[config.mk]
export PLATFORM = sky130hd
export DESIGN_NAME = mem_arbiter_flat
export DESIGN_NICKNAME = d
export VERILOG_FILES = /design/src/rtl/mem_arbiter_if.sv /design/src/rtl/mem_arbiter.sv /design/src/flat_wrapper.sv
export SDC_FILE = /design/constraint.sdc
export NUM_CORES = 1
export LEC_CHECK = 0
export CORE_ASPECT_RATIO = 0.6
export CORE_UTILIZATION = 40
export CTS_CLUSTER_DIAMETER = 200
export DETAILED_ROUTE_END_ITERATION = 8
export DONT_BUFFER_PORTS = 1
export PLACE_DENSITY = 0.55
export SLEW_MARGIN = 20
export SYNTH_ARGS = -nofsm -noshare
export SYNTH_HDL_FRONTEND = slang
export SYNTH_SLANG_ARGS = --single-unit
export TNS_END_PERCENT = 10
[constraint.sdc]
create_clock -name clk -period 1.2 [get_ports clk]
set_input_delay 0.12 -clock clk [delete_from_list [all_inputs] [get_ports clk]]
set_output_delay 0.12 -clock clk [all_outputs]
set_load 0.005 [all_outputs]
[src/rtl/mem_arbiter_if.sv]
// Bus bundle between the memory arbiter, its fetch and load/store requesters,
// and the single-port memory (combinational read, write on the clock edge).
interface mem_arbiter_if #(
   parameter int ADDR_WIDTH = 32,
   parameter int DATA_WIDTH = 32
);
   logic                  i_req;
   logic [ADDR_WIDTH-1:0] i_addr;
   logic                  i_ack;
   logic [DATA_WIDTH-1:0] i_rdata;
   logic                  d_req;
   logic                  d_we;
   logic [ADDR_WIDTH-1:0] d_addr;
   logic [DATA_WIDTH-1:0] d_wdata;
   logic                  d_ack;
   logic [DATA_WIDTH-1:0] d_rdata;
   logic [ADDR_WIDTH-1:0] mem_address;
   logic [DATA_WIDTH-1:0] mem_data_in;
   logic                  mem_we;
   logic [DATA_WIDTH-1:0] mem_data_out;

   modport slave (
      input  i_req, i_addr, d_req, d_we, d_addr, d_wdata, mem_data_out,
      output i_ack, i_rdata, d_ack, d_rdata, mem_address, mem_data_in, mem_we
   );

   modport master (
      output i_req, i_addr, d_req, d_we, d_addr, d_wdata, mem_data_out,
      input  i_ack, i_rdata, d_ack, d_rdata, mem_address, mem_data_in, mem_we
   );
endinterface

[src/rtl/mem_arbiter.sv]
// Two-port (fetch, load/store) arbiter serialising accesses to one memory via IDLE/ACCESS/RESP.
// Optional grant/conflict counters are compiled in with `define MEM_ARB_STATS_EN.
module mem_arbiter #(
   parameter int ADDR_WIDTH     = 32,
   parameter int DATA_WIDTH     = 32,
   parameter bit FIXED_PRIORITY = 1'b0
) (
   input  logic         clk,
   input  logic         reset,
   mem_arbiter_if.slave bus
`ifdef MEM_ARB_STATS_EN
   ,
   output logic [31:0]  stat_i_grants,
   output logic [31:0]  stat_d_grants,
   output logic [31:0]  stat_conflicts
`endif
);

   typedef enum logic [1:0] {
      IDLE   = 2'd0,
      ACCESS = 2'd1,
      RESP   = 2'd2
   } state_t;

   localparam logic GNT_I = 1'b0;
   localparam logic GNT_D = 1'b1;

   state_t                state_q, state_d;
   logic [ADDR_WIDTH-1:0] addr_q, addr_d;
   logic [DATA_WIDTH-1:0] wdata_q, wdata_d;
   logic                  we_q, we_d;
   logic [DATA_WIDTH-1:0] rdata_q, rdata_d;
   logic                  grant_q, grant_d;
   logic                  last_grant_q, last_grant_d;
   logic                  i_ack_q, i_ack_d;
   logic                  d_ack_q, d_ack_d;
   logic                  tie_pick;

   always_ff @(posedge clk) begin
      if (reset) begin
         state_q      <= IDLE;
         addr_q       <= '0;
         wdata_q      <= '0;
         we_q         <= 1'b0;
         rdata_q      <= '0;
         grant_q      <= GNT_D;
         last_grant_q <= GNT_D;
         i_ack_q      <= 1'b0;
         d_ack_q      <= 1'b0;
      end else begin
         state_q      <= state_d;
         addr_q       <= addr_d;
         wdata_q      <= wdata_d;
         we_q         <= we_d;
         rdata_q      <= rdata_d;
         grant_q      <= grant_d;
         last_grant_q <= last_grant_d;
         i_ack_q      <= i_ack_d;
         d_ack_q      <= d_ack_d;
      end
   end

   always_comb begin
      state_d      = state_q;
      addr_d       = addr_q;
      wdata_d      = wdata_q;
      we_d         = we_q;
      rdata_d      = rdata_q;
      grant_d      = grant_q;
      last_grant_d = last_grant_q;
      i_ack_d      = 1'b0;
      d_ack_d      = 1'b0;
      // On a tie, round-robin hands the grant to whichever port did not win last time.
      tie_pick     = FIXED_PRIORITY ? GNT_D : ~last_grant_q;
      case (state_q)
         IDLE: begin
            if (bus.i_req || bus.d_req) begin
               grant_d      = bus.d_req && (!bus.i_req || tie_pick);
               last_grant_d = grant_d;
               state_d      = ACCESS;
               if (grant_d == GNT_D) begin
                  addr_d  = bus.d_addr;
                  wdata_d = bus.d_wdata;
                  we_d    = bus.d_we;
               end else begin
                  addr_d  = bus.i_addr;
                  wdata_d = '0;
                  we_d    = 1'b0;
               end
            end
         end
         ACCESS: begin
            rdata_d = bus.mem_data_out;
            state_d = RESP;
         end
         RESP: begin
            i_ack_d = (grant_q == GNT_I);
            d_ack_d = (grant_q == GNT_D);
            state_d = IDLE;
         end
         default: state_d = IDLE;
      endcase
   end

   assign bus.mem_address = addr_q;
   assign bus.mem_data_in = wdata_q;
   assign bus.mem_we      = (state_q == ACCESS) && we_q && !reset;
   assign bus.i_ack       = i_ack_q;
   assign bus.d_ack       = d_ack_q;
   assign bus.i_rdata     = rdata_q;
   assign bus.d_rdata     = rdata_q;

`ifdef MEM_ARB_STATS_EN
   logic        grant_fire;
   logic [31:0] stat_i_q, stat_d_q, stat_c_q;

   assign grant_fire = (state_q == IDLE) && (bus.i_req || bus.d_req);

   always_ff @(posedge clk) begin
      if (reset) begin
         stat_i_q <= '0;
         stat_d_q <= '0;
         stat_c_q <= '0;
      end else begin
         if (grant_fire && grant_d == GNT_I) stat_i_q <= stat_i_q + 32'd1;
         if (grant_fire && grant_d == GNT_D) stat_d_q <= stat_d_q + 32'd1;
         if (state_q == IDLE && bus.i_req && bus.d_req) stat_c_q <= stat_c_q + 32'd1;
      end
   end

   assign stat_i_grants  = stat_i_q;
   assign stat_d_grants  = stat_d_q;
   assign stat_conflicts = stat_c_q;
`endif

endmodule

[src/flat_wrapper.sv]
// flat-port wrapper written by rule: the top's interface ports become plain ports
module mem_arbiter_flat 
#(
   parameter int ADDR_WIDTH     = 32,
   parameter int DATA_WIDTH     = 32,
   parameter bit FIXED_PRIORITY = 1'b0
)
  (clk, reset, bus_i_req, bus_i_addr, bus_d_req, bus_d_we, bus_d_addr, bus_d_wdata, bus_mem_data_out, bus_i_ack, bus_i_rdata, bus_d_ack, bus_d_rdata, bus_mem_address, bus_mem_data_in, bus_mem_we);
  mem_arbiter_if #(.ADDR_WIDTH(ADDR_WIDTH), .DATA_WIDTH(DATA_WIDTH)) bus_i ();
  input  logic clk;
  input  logic reset;
  input wire logic [$bits(bus_i.i_req)-1:0] bus_i_req;
  input wire logic [$bits(bus_i.i_addr)-1:0] bus_i_addr;
  input wire logic [$bits(bus_i.d_req)-1:0] bus_d_req;
  input wire logic [$bits(bus_i.d_we)-1:0] bus_d_we;
  input wire logic [$bits(bus_i.d_addr)-1:0] bus_d_addr;
  input wire logic [$bits(bus_i.d_wdata)-1:0] bus_d_wdata;
  input wire logic [$bits(bus_i.mem_data_out)-1:0] bus_mem_data_out;
  output wire logic [$bits(bus_i.i_ack)-1:0] bus_i_ack;
  output wire logic [$bits(bus_i.i_rdata)-1:0] bus_i_rdata;
  output wire logic [$bits(bus_i.d_ack)-1:0] bus_d_ack;
  output wire logic [$bits(bus_i.d_rdata)-1:0] bus_d_rdata;
  output wire logic [$bits(bus_i.mem_address)-1:0] bus_mem_address;
  output wire logic [$bits(bus_i.mem_data_in)-1:0] bus_mem_data_in;
  output wire logic [$bits(bus_i.mem_we)-1:0] bus_mem_we;
  assign bus_i.i_req = bus_i_req;
  assign bus_i.i_addr = bus_i_addr;
  assign bus_i.d_req = bus_d_req;
  assign bus_i.d_we = bus_d_we;
  assign bus_i.d_addr = bus_d_addr;
  assign bus_i.d_wdata = bus_d_wdata;
  assign bus_i.mem_data_out = bus_mem_data_out;
  assign bus_i_ack = bus_i.i_ack;
  assign bus_i_rdata = bus_i.i_rdata;
  assign bus_d_ack = bus_i.d_ack;
  assign bus_d_rdata = bus_i.d_rdata;
  assign bus_mem_address = bus_i.mem_address;
  assign bus_mem_data_in = bus_i.mem_data_in;
  assign bus_mem_we = bus_i.mem_we;
  mem_arbiter #(.ADDR_WIDTH(ADDR_WIDTH), .DATA_WIDTH(DATA_WIDTH), .FIXED_PRIORITY(FIXED_PRIORITY)) u_core (.clk(clk), .reset(reset), .bus(bus_i));
endmodule
# After elaboration in Yosys (flattened, before gate mapping)
# Cells that the tools add are included.
[op_classes]
n_eq_ne = 3
n_mux = 5
n_bitwise = 2
n_reduce_logical = 10
[op_table]
columns = ["operator", "count"]
rows = [
  ["32-bit two-way mux", 2],
  ["2-bit one-hot mux with 2 select lines", 1],
  ["1-bit logical AND", 3],
  ["2-bit by 1-bit equality test with 1-bit output, second input constant", 1],
  ["2-bit equality test, second input constant", 1],
  ["1-bit logical NOT", 2],
  ["2-bit logical NOT", 1],
  ["1-bit logical OR", 2],
  ["2-bit two-way mux", 1],
  ["2-bit by 1-bit != test with 1-bit output, second input constant", 1],
  ["1-bit NOT", 2],
  ["2-bit AND reduction", 1],
  ["2-bit OR reduction", 1],
  ["1-bit two-way mux", 1],
]
[totals]
regBits = 102
in_bits = 133
out_inout_bits = 131
elab_cells = 28

# Depth between registers and ports, before layout
[logic_depth]
depth_word = 4
depth_mapped = 6
mapped_depth_nobuf = 3

# Worst setup path before layout
# OpenSTA, ideal clock, no wires.
[synth_timing]
kind = "reg2reg"
start = "register u_core.state_q[1]"
end = "register u_core.addr_q[21], in the netlist u_core.bus.mem_address[21]"
setup_ns = 0.144
arrival_ns = 1.101
required_ns = 1.056
path_slack_ns = -0.045
stages_incl_launch_ff = 6
path_buffers = 2
synth_period_minus_slack_ns = 1.245
cell_sequence = "dfxtp_1 > or2_1 > buf_2 > nor2_4 > buf_4 > a311oi_2"
[synth_via]
elab_chain_len = 2
[synth_rtl]
columns = ["element", "line", "rtl"]
rows = [
  ["start: declaration", "mem_arbiter.sv:28", "state_t state_q, state_d;"],
  ["start signal: assignment", "mem_arbiter.sv:51", "state_q <= state_d;"],
  ["2-bit logical NOT", "mem_arbiter.sv:75", "case (state_q)"],
  ["2-bit AND reduction (no line)", "--", ""],
  ["end signal: assignment", "mem_arbiter.sv:52", "addr_q <= addr_d;"],
  ["end: declaration", "mem_arbiter.sv:29", "logic [ADDR_WIDTH-1:0] addr_q, addr_d;"],
]
# Every way passes these cells.
# A chain may end at the register's enable or synchronous reset.

# Worst setup path after layout
[layout_timing]
start = "register u_core.state_q[1]"
end = "output port bus_mem_we"
[layout_via]
elab_chain_len = 3
[layout_rtl]
columns = ["element", "line", "rtl"]
rows = [
  ["2-bit by 1-bit equality test with 1-bit output", "mem_arbiter.sv:107", "assign bus.mem_we = (state_q == ACCESS) && we_q && !reset;"],
  ["1-bit logical AND (2 in series)", "mem_arbiter.sv:107", ""],
  ["end: declaration", "flat_wrapper.sv:25", "output wire logic [$bits(bus_i.mem_we)-1:0] bus_mem_we;"],
]
# Every way passes these cells.

==> flow_summary.toml <==
[sta]
finalCritPeriodShare = 1.08
fin_setup_tns_ps = -1720
final.min_clock_period_ps = 1300
worst_pin_slew_ps = 493
rsz0062_at_grt = "true"
worst_slack_ps = -98.0
fin_skew_ps = 8.47
hold_viol_final = 100
relSlewSlack = 0.667
holdWs_ps = -145
finalSetupViolCount = 50
slew_violations = 0
fmax_mhz = 770

[critical_path]
path_class = "reg2out"
path_delay_family = "simple AND/OR/NAND/NOR gates"
reg2reg_depth = 6
worst_setup_path_start_kind = "register"
path_cells = "buf_6 > nand2b_4 > nor2_4 > and2_4"
end_kind = "output port"
cp.arrival_ps = 1180
crit_buf_inv = 1
critPathMaxFanout = 4
crit_path_top_delay_cell = "dfxtp_2"
cp_num_cells = 4
cp.required_ps = 1080
max_stage_delay_ps = 330

[synthesis]
synth_edf_count = 0
synth_commonest_cells = "130 x nand2_1, 102 x dfxtp_1, 96 x a21oi_1"
synth_top_area_cell = "dfxtp_1"
syn_inst = 529
ys_types = 29
ys_warn_count = 0
async_flop_share = 0
syn_area_per_cell_um2 = 8.48
yosys_most_used_dff = "dfxtp_1"
synth_seq_area_share = 0.455
synth_top_area_share = 0.455
synth.area.top_cells = "dfxtp_1 46%, nand2_1 11%, a21oi_1 11%, buf_4 6.5%, nand4_1 4.6%"
syn_area_um2 = 4480
ys_ff_latch = 102
synth_nets = 662
yosysMostFrequentCell = "nand2_1"

[global_routing]
antenna_found_initial = 0
overflow = 0
track_usage = 0.198
grt_pass1_wl_um = 18400
grt_pass1_vias = 3512
grt_start_max_net_pins = 103

[cells_and_area]
syn_to_final_growth_pct = 8.57
drive_gt1_frac = 0.184
layout.cells.non_filler = 623
multi_input_area_um2 = 1940
n_fill_cell = 1038
nNetsFinal = 612
num_antenna_cells = 0
utilization = 0.453
fin_area_um2 = 4870
regArea_um2 = 2050

[routing]
first_pass_iters = 7
finalWirelength_um = 12300
wire_per_inst_um = 19.7
drc_errors = 15
vias_per_cell = 5.93
ant_nets = 0
vias = 3692
drtIter0Drc = 236

[die]
initial_core_util = 0.418
die_x_um = 139
die_y_um = 84.0
core_area_um2 = 10700
ios = 264
die_area_um2 = 11700
num_rows = 29

[outcome]
outcome = "finished, violations left"
violations = "design-rule violations, negative hold slack, negative setup slack"

[clock_tree]
clk_transition_reported_paths_ps = 70
h-tree-depth = 3
tritoncts = "yes"
numCtsBuffers = 9
clock-sinks = 102
root_buffer = "clkbuf_16"
clock_latency_ps = 340
ctsLongestPathBuffers = 2

[power_and_ir_drop]
p_leak_nw = 1.68
ir_worst_vdd_uv = 636
cellPowerDensity_nw_per_um2 = 1660
finalPower_mw = 8.10

[placed_design]
placed_area_um2 = 4320
routabilityCongestion = 0.770
place_hpwl_um = 7710
dp_cells = 600
place_ws_ps = -76.0
io_buffers = 0

[hold_path]
whs_path_depth = 1
hold_class = "in2reg"

[job]
max-cap-violations = 0
layer usage:
metal | global-route usage | part of all wire | up-vias
met1 | 0.247 | 0.44 | 1802
met4 | 0.0495 | 0.0076 | 0
met3 | 0.0843 | 0.093 | 9
met5 | 0 | 0 | -
li1 | - | - | 1726
met2 | 0.315 | 0.46 | 155
worst paths after layout:
check                                            start                         end  slack [ps]
worst min-delay path                             reset  u_core.bus.mem_address[28]        -150
worst max-delay path                 u_core.state_q[1]                  bus_mem_we        -100
worst max register to register       u_core.state_q[0]  u_core.bus.mem_address[27]        -100
worst min register to register  u_core.bus.d_rdata[31]      u_core.bus.d_rdata[31]         450
timing repair:
| action | 4_1_cts | 5_1_grt |
|---|---|---|
| setup buffers | 2 | 2 |
| gates cloned | 0 | 3 |
| pin swaps | 1 | 96 |
| endpoints found under the hold margin | 100 | 100 |
| endpoints found under the setup margin | 79 | 100 |
| resized for setup | 7 | 48 |
cells in the final DEF (no fill, tap or decap), types with 3 or more instances in the layout:
master / instances
buf_12: 13
nor2_4: 3
o21ai_0: 10
nand4_1: 33
o21ai_1: 21
a21oi_1: 75
a21oi_2: 22
a311oi_1: 20
clkbuf_16: 11
dfxtp_1: 99
buf_4: 8
dfxtp_2: 3
nand2_1: 130
a311oi_2: 12
final cells by class:
| type | instances | area share |
|---|---|---|
| clock buffers | 12 | 0.0527 |
| clock inverters | 4 | 0.0113 |
| multi-input cells | 341 | 0.399 |
| flip-flops and latches | 102 | 0.420 |
| well taps | 139 | 0.0357 |
| repair buffers | 25 | 0.0807 |
cells by family after synthesis:
logic type | share of synthesized area
AOI/OAI and AO/OA | 0.234
buffers and inverters | 0.136
DFF | 0.455
and+or+nand+nor | 0.175
state kept, by name (all words and copies together), names as in the netlist:
signal and flops:
u_core.bus.i_ack 1, u_core.grant_q 1, u_core.bus.mem_data_in 32, u_core.bus.d_rdata 32, u_core.bus.d_ack 1, u_core.state_q 2, u_core.we_q 1, u_core.bus.mem_address 32
power by group:
group	switching [mW]	internal (mW)	leakage, nW
logic	0.666	0.529	0.692
clock network	1.27	1.74	0.149
registers	0.238	3.65	0.838
total	2.18	5.92	1.68
No activity file was read; power rests on OpenSTA's default activity.
